==> config.mk <==
export PLATFORM = sky130hd
export DESIGN_NAME = uart_rx_sampler_flat
export DESIGN_NICKNAME = d
export VERILOG_FILES = /design/src/rtl/uart_rx_sampler_if.sv /design/src/rtl/uart_rx_sampler.sv /design/src/flat_wrapper.sv
export SDC_FILE = /design/constraint.sdc
export NUM_CORES = 1
export LEC_CHECK = 0
export CAP_MARGIN = 0
export CORE_MARGIN = 2
export CORE_UTILIZATION = 49
export CTS_BUF_LIST = sky130_fd_sc_hd__clkbuf_4
export CTS_CLUSTER_SIZE = 10
export DETAILED_ROUTE_END_ITERATION = 8
export HOLD_SLACK_MARGIN = 0.02
export PLACE_DENSITY = 0.79
export RECOVER_POWER = 100
export REMOVE_ABC_BUFFERS = 1
export SYNTH_ARGS = -nofsm -noshare
export SYNTH_HDL_FRONTEND = slang
export SYNTH_SLANG_ARGS = --single-unit
==> constraint.sdc <==
create_clock -name clk -period 3.6 [get_ports clk]
set_input_delay 0.72 -clock clk [delete_from_list [all_inputs] [get_ports clk]]
set_output_delay 0.72 -clock clk [all_outputs]
set_load 0.1 [all_outputs]
==> src/rtl/uart_rx_sampler_if.sv <==
// Connects the RX FSM (master) to the oversampling bit sampler (slave).
// The master drives the serial line and the count enable; the sampler returns its counters and pulses.
interface uart_rx_sampler_if;
  logic       rx_in;
  logic       cnt_en;
  logic [4:0] edge_num;
  logic [3:0] bit_num;
  logic       sampled_bit;
  logic       sample_valid;
  logic       strt_glitch;
  logic       frame_done;

  modport master (
    output rx_in, cnt_en,
    input  edge_num, bit_num, sampled_bit, sample_valid, strt_glitch, frame_done
  );

  modport slave (
    input  rx_in, cnt_en,
    output edge_num, bit_num, sampled_bit, sample_valid, strt_glitch, frame_done
  );
endinterface

==> src/rtl/uart_rx_sampler.sv <==
// Oversampling UART bit sampler: edge/bit counters, mid-bit capture and per-bit decision.
// Optional macro UART_RX_MAJORITY_VOTE_EN selects a 3-sample majority instead of the single mid sample.
module uart_rx_sampler #(
  parameter int PRESCALE   = 8,
  parameter int FRAME_BITS = 11
) (
  input  logic                clk,
  input  logic                rst,
  uart_rx_sampler_if.slave    bus
);

  localparam int         M         = PRESCALE / 2;
  localparam logic [4:0] EDGE_LAST = 5'(PRESCALE - 1);
  localparam logic [4:0] EDGE_S0   = 5'(M - 1);
  localparam logic [4:0] EDGE_S1   = 5'(M);
  localparam logic [4:0] EDGE_DEC  = 5'(M + 1);
  localparam logic [3:0] BIT_LAST  = 4'(FRAME_BITS - 1);

  logic [4:0] r_edge;
  logic [3:0] r_bit;
  logic       r_s1;
  logic       r_sampled;
  logic       r_valid;
  logic       r_glitch;
  logic       r_done;
  logic       w_decision;
  logic       w_edge_last;
  logic       w_at_dec;

  assign w_edge_last = (r_edge == EDGE_LAST);
  assign w_at_dec    = (r_edge == EDGE_DEC);

`ifdef UART_RX_MAJORITY_VOTE_EN
  logic r_s0;

  function automatic logic majority3(input logic a, input logic b, input logic c);
    return (a & b) | (a & c) | (b & c);
  endfunction

  always_ff @(posedge clk or posedge rst) begin
    if (rst) begin
      r_s0 <= 1'b1;
    end else if (!bus.cnt_en) begin
      r_s0 <= 1'b1;
    end else if (r_edge == EDGE_S0) begin
      r_s0 <= bus.rx_in;
    end
  end

  // The third vote is the live line at M+1, so the decision lands one clock after it.
  assign w_decision = majority3(r_s0, r_s1, bus.rx_in);
`else
  assign w_decision = r_s1;
`endif

  always_ff @(posedge clk or posedge rst) begin
    if (rst) begin
      r_edge    <= 5'd0;
      r_bit     <= 4'd0;
      r_s1      <= 1'b1;
      r_sampled <= 1'b1;
      r_valid   <= 1'b0;
      r_glitch  <= 1'b0;
      r_done    <= 1'b0;
    end else if (!bus.cnt_en) begin
      // Dropping the enable throws away any half-captured bit; sampled_bit keeps its last decision.
      r_edge   <= 5'd0;
      r_bit    <= 4'd0;
      r_s1     <= 1'b1;
      r_valid  <= 1'b0;
      r_glitch <= 1'b0;
      r_done   <= 1'b0;
    end else begin
      r_valid  <= w_at_dec;
      r_glitch <= w_at_dec && (r_bit == 4'd0) && w_decision;
      r_done   <= w_edge_last && (r_bit == BIT_LAST);
      if (r_edge == EDGE_S1) begin
        r_s1 <= bus.rx_in;
      end
      if (w_at_dec) begin
        r_sampled <= w_decision;
      end
      if (w_edge_last) begin
        r_edge <= 5'd0;
        r_bit  <= (r_bit == BIT_LAST) ? 4'd0 : r_bit + 4'd1;
      end else begin
        r_edge <= r_edge + 5'd1;
      end
    end
  end

  assign bus.edge_num     = r_edge;
  assign bus.bit_num      = r_bit;
  assign bus.sampled_bit  = r_sampled;
  assign bus.sample_valid = r_valid;
  assign bus.strt_glitch  = r_glitch;
  assign bus.frame_done   = r_done;

endmodule

==> src/flat_wrapper.sv <==
// flat-port wrapper written by rule: the top's interface ports become plain ports
module uart_rx_sampler_flat 
#(
  parameter int PRESCALE   = 8,
  parameter int FRAME_BITS = 11
)
  (clk, rst, bus_rx_in, bus_cnt_en, bus_edge_num, bus_bit_num, bus_sampled_bit, bus_sample_valid, bus_strt_glitch, bus_frame_done);
  uart_rx_sampler_if bus_i ();
  input  logic clk;
  input  logic rst;
  input wire logic [$bits(bus_i.rx_in)-1:0] bus_rx_in;
  input wire logic [$bits(bus_i.cnt_en)-1:0] bus_cnt_en;
  output wire logic [$bits(bus_i.edge_num)-1:0] bus_edge_num;
  output wire logic [$bits(bus_i.bit_num)-1:0] bus_bit_num;
  output wire logic [$bits(bus_i.sampled_bit)-1:0] bus_sampled_bit;
  output wire logic [$bits(bus_i.sample_valid)-1:0] bus_sample_valid;
  output wire logic [$bits(bus_i.strt_glitch)-1:0] bus_strt_glitch;
  output wire logic [$bits(bus_i.frame_done)-1:0] bus_frame_done;
  assign bus_i.rx_in = bus_rx_in;
  assign bus_i.cnt_en = bus_cnt_en;
  assign bus_edge_num = bus_i.edge_num;
  assign bus_bit_num = bus_i.bit_num;
  assign bus_sampled_bit = bus_i.sampled_bit;
  assign bus_sample_valid = bus_i.sample_valid;
  assign bus_strt_glitch = bus_i.strt_glitch;
  assign bus_frame_done = bus_i.frame_done;
  uart_rx_sampler #(.PRESCALE(PRESCALE), .FRAME_BITS(FRAME_BITS)) u_core (.clk(clk), .rst(rst), .bus(bus_i));
endmodule
==> PnR_summary.wiki, run 1 <==
{| class="wikitable"
! Metric !! Value
|-
| Origin of the worst setup path || u_core.bus.sampled_bit$_DFFE_PP1P_
|-
| Path type of the worst min-delay path || flop to flop
|-
| Height of the chip || 41.5 um
|-
| Starting density of the core || 0.531
|-
| Buf/Inv on CP || 1
|-
| Clock Root Buffer || sky130_fd_sc_hd__clkbuf_4
|-
| Top post-synthesis cells by area || sky130_fd_sc_hd__dfrtp_1 (43%), sky130_fd_sc_hd__ha_1 (11%), sky130_fd_sc_hd__dfstp_2 (7.6%), sky130_fd_sc_hd__inv_1 (3.8%), sky130_fd_sc_hd__nor2_1 (3.3%)
|-
| Number of gates on the worst path with buffers counted || 1
|-
| Clock sink count || 14
|-
| Critical Path, Cell by Cell || dlygate4sd3_1
|-
| Vias per cell || around 5.3
|-
| Netlist Area Pre-Place || 691 um^2
|-
| Setup slack after layout || between 800 and 900 ps
|-
| # diodes || 0
|-
| Number of pins exceeding their max-slew limit in the final report || 0
|-
| Pleak || ~0.00043 uW
|-
| Number of flops mapped to enable cells by yosys || 0
|-
| I/O pin count || 17
|-
| Max VDD drop || 0.189 mV
|-
| H-tree Lvls || 1
|-
| Setup slack, reg-to-reg || 1720 ps
|-
| Synth-to-layout area growth || 29.0%
|-
| Max cap viols || 0
|-
| Dpl cells || 95
|-
| Achievable clock frequency || 368 MHz
|-
| Global Route Usage Sum || 0.170
|-
| First-pass GRT wire length || 2.28 mm
|-
| Total die area || 0.00173 mm^2
|-
| Share of the synthesized area in the top cell type || 0.435
|-
| Worst Tran Pin Value || 986 ps
|-
| Overall power || 355 uW
|-
| Maximum fanout along the worst path || 2
|-
| Sequential cell area || 353 um^2
|-
| Final Routed Wirelength || 1.25 mm
|-
| Reg-to-Reg End || u_core.bus.bit_num[3]$_DFFE_PP0P_
|-
| Clk pin slew, worst setup/hold paths || roughly 80 ps
|-
| Worst slew slack as a fraction of its limit || 0.340
|-
| Total power density per cell area || about 400 mW/mm^2
|-
| Startpoint of the worst register-to-register path || u_core.bus.edge_num[0]$_DFF_PP0_
|-
| Post-synthesis sequential area ratio || 0.511
|-
| Initial antenna violation count || 0
|-
| Largest buffer count on any clock path || 2
|-
| Clock tree from TritonCTS || built
|-
| Synth top cells by count || sky130_fd_sc_hd__dfrtp_1 (12), sky130_fd_sc_hd__inv_1 (7), sky130_fd_sc_hd__ha_1 (6), sky130_fd_sc_hd__nor2_1 (6), sky130_fd_sc_hd__nand2_1 (5)
|-
| Number of hold-slack violations in the final timing report || 0
|-
| Count of antenna-violating nets left after detailed routing || 0
|-
| Post-synthesis cell type count || 26
|-
| Fin nets || 95
|-
| Gate Count Post-Synth || between 60 and 70
|-
| WL/cell || 12.6 um
|-
| Fraction of final layout cells sized beyond drive strength 1 || 0.0833
|-
| Critical path capture point || bus_sampled_bit
|-
| Clock latency on the worst-skew pair || 280 ps
|-
| Type of origin of the critical path || flop
|-
| Worst slack at placement || approximately 1200 ps
|-
| Maximum number of pins on one net before global-route repair || 15
|-
| Setup crit end kind || output pin
|-
| Vias in the first global route || ~530
|-
| Initial detailed-routing violation count || 4
|-
| Run status || finished clean
|-
| Share of flip-flops with an asynchronous set or reset || 1.00
|-
| Family of cells with the greatest summed delay on the critical path || buffers and inverters
|-
| Multi-input combinational cell area || 307 um^2
|-
| Kind of critical path || flop to output pin
|-
| Number of warnings reported in the yosys synthesis log || 0
|-
| Number of CTS-inserted buffers || 3
|-
| Aggregate negative setup slack || 0 ps
|-
| Vias || 526
|-
| Die width || slightly above 40 um
|-
| WP data arrival || 2000 ps
|-
| Hold slack final || 512 ps
|-
| Count of hold-fix buffers inserted at cts || 0
|-
| Depth of the worst register-to-register path || 4
|-
| Detailed placement HPWL || roughly 930 um
|-
| Finished Layout Cells || 99
|-
| Final setup violating endpoints || 0
|-
| Crit share post-route || 0.755
|-
| Number of standard-cell rows in the floorplan || 13
|-
| Unrepaired setup endpoints after global routing || no
|-
| Filler cells || 113
|-
| Worst clock skew || 4.68 ps
|-
| Worst EP required || between 2000 and 3000 ps
|-
| Count leader, synth || sky130_fd_sc_hd__dfrtp_1
|-
| Number of buffers added on ports || 16
|-
| Largest stage delay, worst path || between 1000 and 1500 ps
|-
| Most instantiated flip-flop cell in the synthesis netlist || sky130_fd_sc_hd__dfrtp_1
|-
| Top cell type by total area after synthesis || sky130_fd_sc_hd__dfrtp_1
|-
| Global route overflow || 0
|-
| Crit-path slowest cell || sky130_fd_sc_hd__dlygate4sd3_1
|-
| TritonRoute pass-1 iters || 3
|-
| Mean instance size in the synthesized netlist || 10.6 um^2
|-
| Routability congestion estimate || 0.790
|-
| Core ar. || 0.00130 mm^2
|-
| CTS-repair resized insts || 0
|-
| Drt drc || 0
|-
| Tmin final || 2720 ps
|-
| Number of register bits inferred by synthesis || 14
|-
| Total setup buffers inserted after CTS || 0
|}
-- sequential cells by signal (all words and copies together), names as in the netlist --
name	count
u_core.bus.bit_num	4
u_core.bus.edge_num	5
u_core.bus.frame_done	1
u_core.bus.sample_valid	1
u_core.bus.sampled_bit	1
u_core.bus.strt_glitch	1
u_core.r_s1	1
-- layout make-up --
type	count	area share
multi-input combinational	43	0.344
sequential	14	0.396
clock inverter	1	0.00421
clock buffer	3	0.0253
timing repair buffer	16	0.180
inverter	7	0.0295
tap	15	0.0211
-- metal layers --
layer,global-route usage,routed length [um],vias up
met5,0,0,-
met4,0.0774,20,0
met3,0.0304,62,4
met2,0.278,587,13
met1,0.218,579,246
li1,-,-,263
-- cell usage in the layout, fill, tap and decap left out --
master / n
sky130_fd_sc_hd__o21ai_0: 2
sky130_fd_sc_hd__ha_1: 6
sky130_fd_sc_hd__a21oi_1: 3
sky130_fd_sc_hd__or4_1: 1
sky130_fd_sc_hd__or3_2: 1
sky130_fd_sc_hd__or4b_1: 1
sky130_fd_sc_hd__xor2_1: 2
sky130_fd_sc_hd__nor3b_1: 2
sky130_fd_sc_hd__a21boi_0: 1
sky130_fd_sc_hd__clkinv_1: 1
sky130_fd_sc_hd__dlygate4sd3_1: 15
sky130_fd_sc_hd__dfstp_2: 2
sky130_fd_sc_hd__and3b_1: 1
sky130_fd_sc_hd__and2_1: 1
sky130_fd_sc_hd__and3_1: 1
sky130_fd_sc_hd__nor4b_1: 1
sky130_fd_sc_hd__a31oi_1: 1
sky130_fd_sc_hd__o21a_1: 1
sky130_fd_sc_hd__nand2_1: 5
sky130_fd_sc_hd__clkbuf_4: 3
sky130_fd_sc_hd__inv_1: 7
sky130_fd_sc_hd__nand3_1: 3
sky130_fd_sc_hd__mux2_2: 1
sky130_fd_sc_hd__dfrtp_1: 12
sky130_fd_sc_hd__nor2_1: 6
sky130_fd_sc_hd__xnor2_1: 1
sky130_fd_sc_hd__nand4bb_1: 1
sky130_fd_sc_hd__clkdlybuf4s50_1: 1
sky130_fd_sc_hd__a311o_1: 1
-- metrics by stage --
stage / utilization / area, um^2
after floorplan: - / 686
after global placement: 0.664 / 865
after detailed placement: 0.664 / 865
after CTS: 0.685 / 891
after global routing: 0.685 / 891
final: 0.685 / 891
-- how the worst min path moves through the flow --
stage                                       from                                to  slack, ps  depth (start not counted)
2_1_floorplan            u_core.r_s1$_DFFE_PP1P_  u_core.bus.strt_glitch$_DFF_PP0_        480                          2
5_1_grt                  u_core.r_s1$_DFFE_PP1P_  u_core.bus.strt_glitch$_DFF_PP0_        550                          2
6_report       u_core.bus.bit_num[3]$_DFFE_PP0P_  u_core.bus.strt_glitch$_DFF_PP0_        510                          1
3_3_place_gp             u_core.r_s1$_DFFE_PP1P_  u_core.bus.strt_glitch$_DFF_PP0_        500                          2
3_5_place_dp   u_core.bus.bit_num[3]$_DFFE_PP0P_  u_core.bus.strt_glitch$_DFF_PP0_        510                          1
4_1_cts        u_core.bus.bit_num[3]$_DFFE_PP0P_  u_core.bus.strt_glitch$_DFF_PP0_        520                          1
-- worst register-to-register path, cell delays in order, from the launching register on --
cell,delay [ps]
sky130_fd_sc_hd__dfrtp_1,440
sky130_fd_sc_hd__ha_1,270
sky130_fd_sc_hd__nand4bb_1,340
sky130_fd_sc_hd__or4b_1,590
sky130_fd_sc_hd__a31oi_1,170
-- power breakdown --
group / internal, uW / total (uW) / leakage [uW] / switching, uW
Combinational: 20.2 / 90.7 / 0.000233 / 70.5
Sequential: 168 / 175 / 0.000186 / 6.19
Clock: 40.2 / 89.4 / 0.0000154 / 49.2
-- cell families (layout without fill, tap and decap cells) --
| group | count (synthesis) | in the layout | synth area share |
|---|---|---|---|
| xor+xnor | 3 | 3 | 0.0381 |
| buf+inv | 8 | 27 | 0.0453 |
| fa+ha+maj | 6 | 6 | 0.109 |
| simple gates | 24 | 24 | 0.199 |
| flops | 14 | 14 | 0.511 |
| mux | 1 | 1 | 0.0163 |
| compound gates | 9 | 9 | 0.0815 |
No activity file was read; power rests on OpenSTA's default activity.
==> inputs of run 2 (changes only) <==
clock period = 2.6 ns   (was 3.6 ns; I/O delays follow)
==> run 2 against run 1 <==
Net effect:
- via count up 1.9%
- total power up 39%
- clock power up 45%
==> PnR_summary.wiki, run 2 (synthesis results as in run 1) <==
{| class="wikitable"
! Metric !! Value
|-
| Sequential cell area || 353 um^2 (unchanged)
|-
| I/O pin count || 17 (unchanged)
|-
| Max cap viols || 0 (unchanged)
|-
| Path type of the worst min-delay path || flop to flop
|-
| Largest buffer count on any clock path || 2 (unchanged)
|-
| Post-place instance area || 832 um^2 (-3.8%)
|-
| Reg-to-Reg End || u_core.bus.bit_num[3]$_DFFE_PP0P_
|-
| WL/cell || 14.1 um (+12%)
|-
| Count of hold-fix buffers inserted at cts || 0 (unchanged)
|-
| Height of the chip || 41.5 um (unchanged)
|-
| Max VDD drop || 0.374 mV (+97%)
|-
| Number of hold-slack violations in the final timing report || 0 (unchanged)
|-
| Number of pins exceeding their max-slew limit in the final report || 0 (unchanged)
|-
| Unrepaired setup endpoints after global routing || no
|-
| Kind of critical path || flop to output pin
|-
| Total met3 wirelength after detailed routing || 71 um (+15%)
|-
| Clock Root Buffer || sky130_fd_sc_hd__clkbuf_4
|-
| Total setup buffers inserted after CTS || 0 (unchanged)
|-
| Tmin final || 2200 ps
|-
| Fraction of final layout cells sized beyond drive strength 1 || 0.0833 (unchanged)
|-
| Dpl cells || 95 (unchanged)
|-
| Total power density per cell area || 607 mW/mm^2 (+52%)
|-
| Clock sink count || 14 (unchanged)
|-
| Top layer used by detailed routing || met4
|-
| Largest stage delay, worst path || 860 ps (-330 ps)
|-
| Aggregate negative setup slack || 0 ps (unchanged)
|-
| Achievable clock frequency || 454 MHz
|-
| Number of buffers added on ports || 16 (unchanged)
|-
| Depth of the worst register-to-register path || 4 (unchanged)
|-
| CTS-repair resized insts || 0 (unchanged)
|-
| Most common cell after layout, fill and taps aside || sky130_fd_sc_hd__clkbuf_1
|-
| Vias in the first global route || 513 (-3.8%)
|-
| Number of CTS-inserted buffers || 3 (unchanged)
|-
| Length of routed met2 wiring || 667 um (+14%)
|-
| Fin nets || 95 (unchanged)
|-
| Maximum number of pins on one net before global-route repair || 15 (unchanged)
|-
| Die width || 41.5 um (unchanged)
|-
| Setup crit end kind || output pin
|-
| Filler cells || 123 (+8.8%)
|-
| Family of cells with the greatest summed delay on the critical path || buffers and inverters
|-
| Vias per cell || 5.41 (+1.9%)
|-
| Initial detailed-routing violation count || 7 (+3)
|-
| Finished Layout Cells || 99 (unchanged)
|-
| TritonRoute pass-1 iters || 4 (+1)
|-
| Type of origin of the critical path || flop
|-
| WP data arrival || 1680 ps (-320 ps)
|-
| Drt drc || 0 (unchanged)
|-
| Final non-filler cell area || 810 um^2 (-9.1%)
|-
| Maximum fanout along the worst path || 2 (unchanged)
|-
| Global route overflow || 0 (unchanged)
|-
| Number of standard-cell rows in the floorplan || 13 (unchanged)
|-
| Critical Path, Cell by Cell || clkbuf_1
|-
| Routability congestion estimate || 0.759 (-4.0%)
|-
| Clock latency on the worst-skew pair || 290 ps (about the same)
|-
| Total die area || 0.00173 mm^2 (unchanged)
|-
| # diodes || 0 (unchanged)
|-
| Worst Tran Pin Value || 1170 ps (+185 ps)
|-
| Worst slew slack as a fraction of its limit || 0.223 (-0.118)
|-
| Commonest non-fill, non-tap cells in the layout || sky130_fd_sc_hd__clkbuf_1 (13), sky130_fd_sc_hd__dfrtp_1 (12), sky130_fd_sc_hd__inv_1 (7)
|-
| First-pass GRT wire length || 2.33 mm (+1.8%)
|-
| Setup slack after layout || 396 ps (-486 ps)
|-
| Pleak || 0.000364 uW (-16%)
|-
| Initial antenna violation count || 0 (unchanged)
|-
| Clk pin slew, worst setup/hold paths || 90 ps (about the same)
|-
| Run status || finished clean
|-
| Crit share post-route || 0.848
|-
| Starting density of the core || 0.531 (unchanged)
|-
| Crit-path slowest cell || sky130_fd_sc_hd__clkbuf_1
|-
| Vias || 536 (+1.9%)
|-
| Routed metal-1 wire length || 630 um (+8.8%)
|-
| Startpoint of the most critical hold path || u_core.r_s1$_DFFE_PP1P_
|-
| Max FFs per register || 5 (unchanged)
|-
| Global Route Usage Sum || 0.181 (+0.0110)
|-
| H-tree Lvls || 1 (unchanged)
|-
| Buf/Inv on CP || 1 (unchanged)
|-
| Cell depth of the worst min-delay path || 2 (+1)
|-
| Startpoint of the worst register-to-register path || u_core.bus.edge_num[0]$_DFF_PP0_
|-
| Worst clock skew || 7.01 ps (+2.32 ps)
|-
| Synth-to-layout area growth || 17.2%
|-
| Clock tree from TritonCTS || built
|-
| Final Routed Wirelength || 1.40 mm (+12%)
|-
| Count of antenna-violating nets left after detailed routing || 0 (unchanged)
|-
| Worst slack at placement || 705 ps (-541 ps)
|-
| Hold Crit Endpoint || u_core.bus.strt_glitch$_DFF_PP0_
|-
| Setup slack, reg-to-reg || 690 ps (-1030 ps)
|-
| Worst EP required || 2080 ps (-800 ps)
|-
| Multi-input combinational cell area || 307 um^2 (unchanged)
|-
| Detailed placement HPWL || 1.00 mm (+7.8%)
|-
| Core ar. || 0.00130 mm^2 (unchanged)
|-
| Final setup violating endpoints || 0 (unchanged)
|}
[run 2: cell type report]
cell class,instances,area share
clock inverters,1,0.00464
flip-flops and latches,14,0.436
repair buffers,16,0.0974
inverters,7,0.0325
clock buffers,3,0.0278
well taps,15,0.0232
multi-input cells,43,0.379
[run 2: worst max-delay path by stage]
stage	startpoint	end	slack, ps	cells past startpoint
after floorplan	u_core.bus.edge_num[0]$_DFF_PP0_	u_core.bus.bit_num[3]$_DFFE_PP0P_	240	4
after global placement	u_core.bus.edge_num[0]$_DFF_PP0_	u_core.bus.bit_num[3]$_DFFE_PP0P_	750	4
after detailed placement	u_core.bus.edge_num[0]$_DFF_PP0_	u_core.bus.bit_num[3]$_DFFE_PP0P_	710	4
after CTS	u_core.bus.edge_num[0]$_DFF_PP0_	u_core.bus.bit_num[3]$_DFFE_PP0P_	690	4
after global routing	u_core.bus.sampled_bit$_DFFE_PP1P_	bus_sampled_bit	370	1
final	u_core.bus.sampled_bit$_DFFE_PP1P_	bus_sampled_bit	400	1
[run 2: through the flow]
step                      hold slack [ps]  utilization  power, uW
final                                 502        0.622        491
after global routing                  533        0.622        511
after CTS                             502        0.660        502
after detailed placement              497        0.639        376
after global placement                500        0.639        372
after floorplan                       408            -        346
[run 2: power breakdown]
group          total [uW]  internal (uW)  switching (uW)
sequential            243            233            10.3
combinational         118           19.2            98.8
clock                 130           55.8            74.1
[run 2: per-layer routing]
metal | track usage | up-vias
li1 | - | 259
met1 | 0.232 | 258
met2 | 0.269 | 14
met3 | 0.0609 | 5
met4 | 0.0968 | 0
met5 | 0 | -
==> inputs of run 3 (changes only) <==
clock period = 2.15 ns   (was 2.6 ns; I/O delays follow)
==> run 3 against run 2 <==
Net effect:
- clock power rose by 21%
- hold slack improved by 12 ps
- wire length fell by 8.7%
- first-iteration DRC count fell by 29%
- via count fell by 1.1%
- flip-flop and latch count did not move
- largest power group unchanged
- critical endpoint is now u_core.bus.bit_num[3]$_DFFE_PP0P_
==> PnR_summary.wiki, run 3 (synthesis results as in run 1) <==
{| class="wikitable"
! Metric !! Value
|-
| Run status || finished clean
|-
| Depth of the worst register-to-register path || 4 (unchanged)
|-
| Vias in the first global route || 502 (-2.1%)
|-
| Clock latency on the worst-skew pair || 290 ps (about the same)
|-
| Starting density of the core || 0.531 (unchanged)
|-
| Number of hold-slack violations in the final timing report || 0 (unchanged)
|-
| Drt drc || 0 (unchanged)
|-
| Largest buffer count on any clock path || 2 (unchanged)
|-
| Dpl cells || 95 (unchanged)
|-
| Largest stage delay, worst path || 580 ps (-280 ps)
|-
| Unrepaired setup endpoints after global routing || no
|-
| Setup crit end kind || flop
|-
| Clk pin slew, worst setup/hold paths || 90 ps (about the same)
|-
| Synth-to-layout area growth || 19.6%
|-
| Max VDD drop || 0.311 mV (-17%)
|-
| Total die area || 0.00173 mm^2 (unchanged)
|-
| CTS-repair resized insts || 0 (unchanged)
|-
| Number of pins exceeding their max-slew limit in the final report || 0 (unchanged)
|-
| Clock Root Buffer || sky130_fd_sc_hd__clkbuf_4
|-
| I/O pin count || 17 (unchanged)
|-
| Max cap viols || 0 (unchanged)
|-
| WL/cell || 12.9 um (-8.7%)
|-
| Crit-path slowest cell || sky130_fd_sc_hd__or4b_1
|-
| Vias per cell || 5.35 (-1.1%)
|-
| Clock tree from TritonCTS || built
|-
| Die width || 41.5 um (unchanged)
|-
| Count of antenna-violating nets left after detailed routing || 0 (unchanged)
|-
| Maximum number of pins on one net before global-route repair || 15 (unchanged)
|-
| Vias || 530 (-1.1%)
|-
| Initial detailed-routing violation count || 5 (-2)
|-
| Family of cells with the greatest summed delay on the critical path || simple AND/OR/NAND/NOR gates
|-
| Total setup buffers inserted after CTS || 0 (unchanged)
|-
| Tmin final || 1800 ps
|-
| Finished Layout Cells || 99 (unchanged)
|-
| Detailed placement HPWL || 957 um (-4.4%)
|-
| Most common cell after layout, fill and taps aside || sky130_fd_sc_hd__clkbuf_2
|-
| Worst Tran Pin Value || 551 ps (-620 ps)
|-
| Origin of the worst setup path || u_core.bus.edge_num[0]$_DFF_PP0_
|-
| Clock sink count || 14 (unchanged)
|-
| Final setup violating endpoints || 0 (unchanged)
|-
| Critical Path, Cell by Cell || ha_1 > nand4bb_1 > or4b_1 > a31oi_1
|-
| Commonest non-fill, non-tap cells in the layout || sky130_fd_sc_hd__clkbuf_2 (13), sky130_fd_sc_hd__dfrtp_1 (12), sky130_fd_sc_hd__inv_1 (7)
|-
| First-pass GRT wire length || 2.15 mm (-7.7%)
|-
| Number of standard-cell rows in the floorplan || 13 (unchanged)
|-
| Global Route Usage Sum || 0.167 (-0.0142)
|-
| Maximum fanout along the worst path || 9 (+7)
|-
| Fraction of final layout cells sized beyond drive strength 1 || 0.238 (+0.155)
|-
| Fin nets || 95 (unchanged)
|-
| Worst slew slack as a fraction of its limit || 0.634 (+0.412)
|-
| Final non-filler cell area || 826 um^2 (+2.0%)
|-
| Critical path capture point || u_core.bus.bit_num[3]$_DFFE_PP0P_
|-
| Net switching share of the total power || 0.367 (-0.00622)
|-
| H-tree Lvls || 1 (unchanged)
|-
| Number of CTS-inserted buffers || 3 (unchanged)
|-
| Initial antenna violation count || 0 (unchanged)
|-
| Height of the chip || 41.5 um (unchanged)
|-
| Routability congestion estimate || 0.823 (+8.5%)
|-
| WP data arrival || 2020 ps (+340 ps)
|-
| Pleak || 0.000409 uW (+12%)
|-
| Logic gate share of total power || 0.243 (+0.003)
|-
| Internal power summed over all cells || 375 uW (+22%)
|-
| Core ar. || 0.00130 mm^2 (unchanged)
|-
| Worst clock skew || 7.13 ps (+0.128 ps)
|-
| Kind of critical path || flop to flop
|-
| Count of hold-fix buffers inserted at cts || 0 (unchanged)
|-
| Crit share post-route || 0.838
|-
| Switching Power || 217 uW (+19%)
|-
| Type of origin of the critical path || flop
|-
| Buf/Inv on CP || 0 (-1)
|-
| Global route overflow || 0 (unchanged)
|-
| Number of buffers added on ports || 16 (unchanged)
|-
| Relative contribution of sequential cells to total power || 0.493 (-0.003)
|-
| # diodes || 0 (unchanged)
|-
| Setup slack, reg-to-reg || 350 ps (-340 ps)
|-
| Worst EP required || 2370 ps (+290 ps)
|-
| Post-place instance area || 832 um^2 (unchanged)
|-
| Number of gates on the worst path with buffers counted || 4 (+3)
|-
| Filler cells || 117 (-4.9%)
|-
| Reg-to-Reg End || u_core.bus.bit_num[3]$_DFFE_PP0P_
|-
| Total power density per cell area || 718 mW/mm^2 (+18%)
|-
| Achievable clock frequency || 555 MHz
|-
| Path type of the worst min-delay path || flop to flop
|-
| Clock network fraction of design power || 0.264 (about the same)
|-
| Max FFs per register || 5 (unchanged)
|-
| Startpoint of the worst register-to-register path || u_core.bus.edge_num[0]$_DFF_PP0_
|-
| Final Routed Wirelength || 1.28 mm (-8.7%)
|-
| TritonRoute pass-1 iters || 4 (unchanged)
|}
run 3: layout make-up:
cell class	instances	area, um^2	area share
Clock buffer	3	22.5	0.0273
Clock inverter	1	3.75	0.00455
Inverter	7	26.3	0.0318
Multi-Input combinational cell	43	307	0.371
Sequential cell	14	353	0.427
Tap cell	15	18.8	0.0227
Timing Repair Buffer	16	95.1	0.115
run 3: how the worst min path moves through the flow:
| stage | start | to | slack [ps] | cells past startpoint |
|---|---|---|---|---|
| floorplan | rst | u_core.bus.bit_num[0]$_DFFE_PP0P_ | 320 | 1 |
| global placement | u_core.r_s1$_DFFE_PP1P_ | u_core.bus.strt_glitch$_DFF_PP0_ | 500 | 2 |
| detailed placement | u_core.r_s1$_DFFE_PP1P_ | u_core.bus.strt_glitch$_DFF_PP0_ | 500 | 2 |
| CTS | rst | u_core.bus.sample_valid$_DFF_PP0_ | 480 | 2 |
| global route | u_core.r_s1$_DFFE_PP1P_ | u_core.bus.strt_glitch$_DFF_PP0_ | 520 | 2 |
| finish | u_core.r_s1$_DFFE_PP1P_ | u_core.bus.strt_glitch$_DFF_PP0_ | 510 | 2 |
run 3: worst reg2reg max path, delay by kind of cell (launching register included):
family | cells | cell delay (ps)
AO/OA/AOI/OAI | 1 | 160
adder cells (fa/ha/maj) | 1 | 270
flip-flops | 1 | 440
AND/OR/NAND/NOR | 2 | 880
run 3: stage by stage:
| step | hold slack, ps | utilization | setup TNS (ps) | power (uW) | setup WS, ps |
|---|---|---|---|---|---|
| after global routing | 524 | 0.635 | 0 | 616 | 242 |
| after CTS | 483 | 0.660 | 0 | 604 | 350 |
| after detailed placement | 501 | 0.639 | 0 | 452 | 367 |
| after floorplan | 318 | - | -483 | 418 | -213 |
| after global placement | 502 | 0.639 | 0 | 451 | 423 |
| final | 513 | 0.635 | 0 | 593 | 348 |
run 3: per-layer routing:
layer	part of all wire	wire [um]	GRT usage	up-vias
li1	-	-	-	261
met3	0.056	71	0.0348	5
met1	0.47	597	0.222	246
met5	0	0	0	-
met4	0.031	39	0.116	0
met2	0.45	569	0.241	18
run 3: power groups by stage:
| stage | clock network (uW) | registers [uW] | logic [uW] |
|---|---|---|---|
| 2_1_floorplan | 0 | 390 | 27.5 |
| 3_3_place_gp | 0 | 298 | 153 |
| 3_5_place_dp | 0 | 298 | 153 |
| 4_1_cts | 158 | 293 | 154 |
| 5_1_grt | 171 | 294 | 151 |
| 6_report | 157 | 292 | 144 |
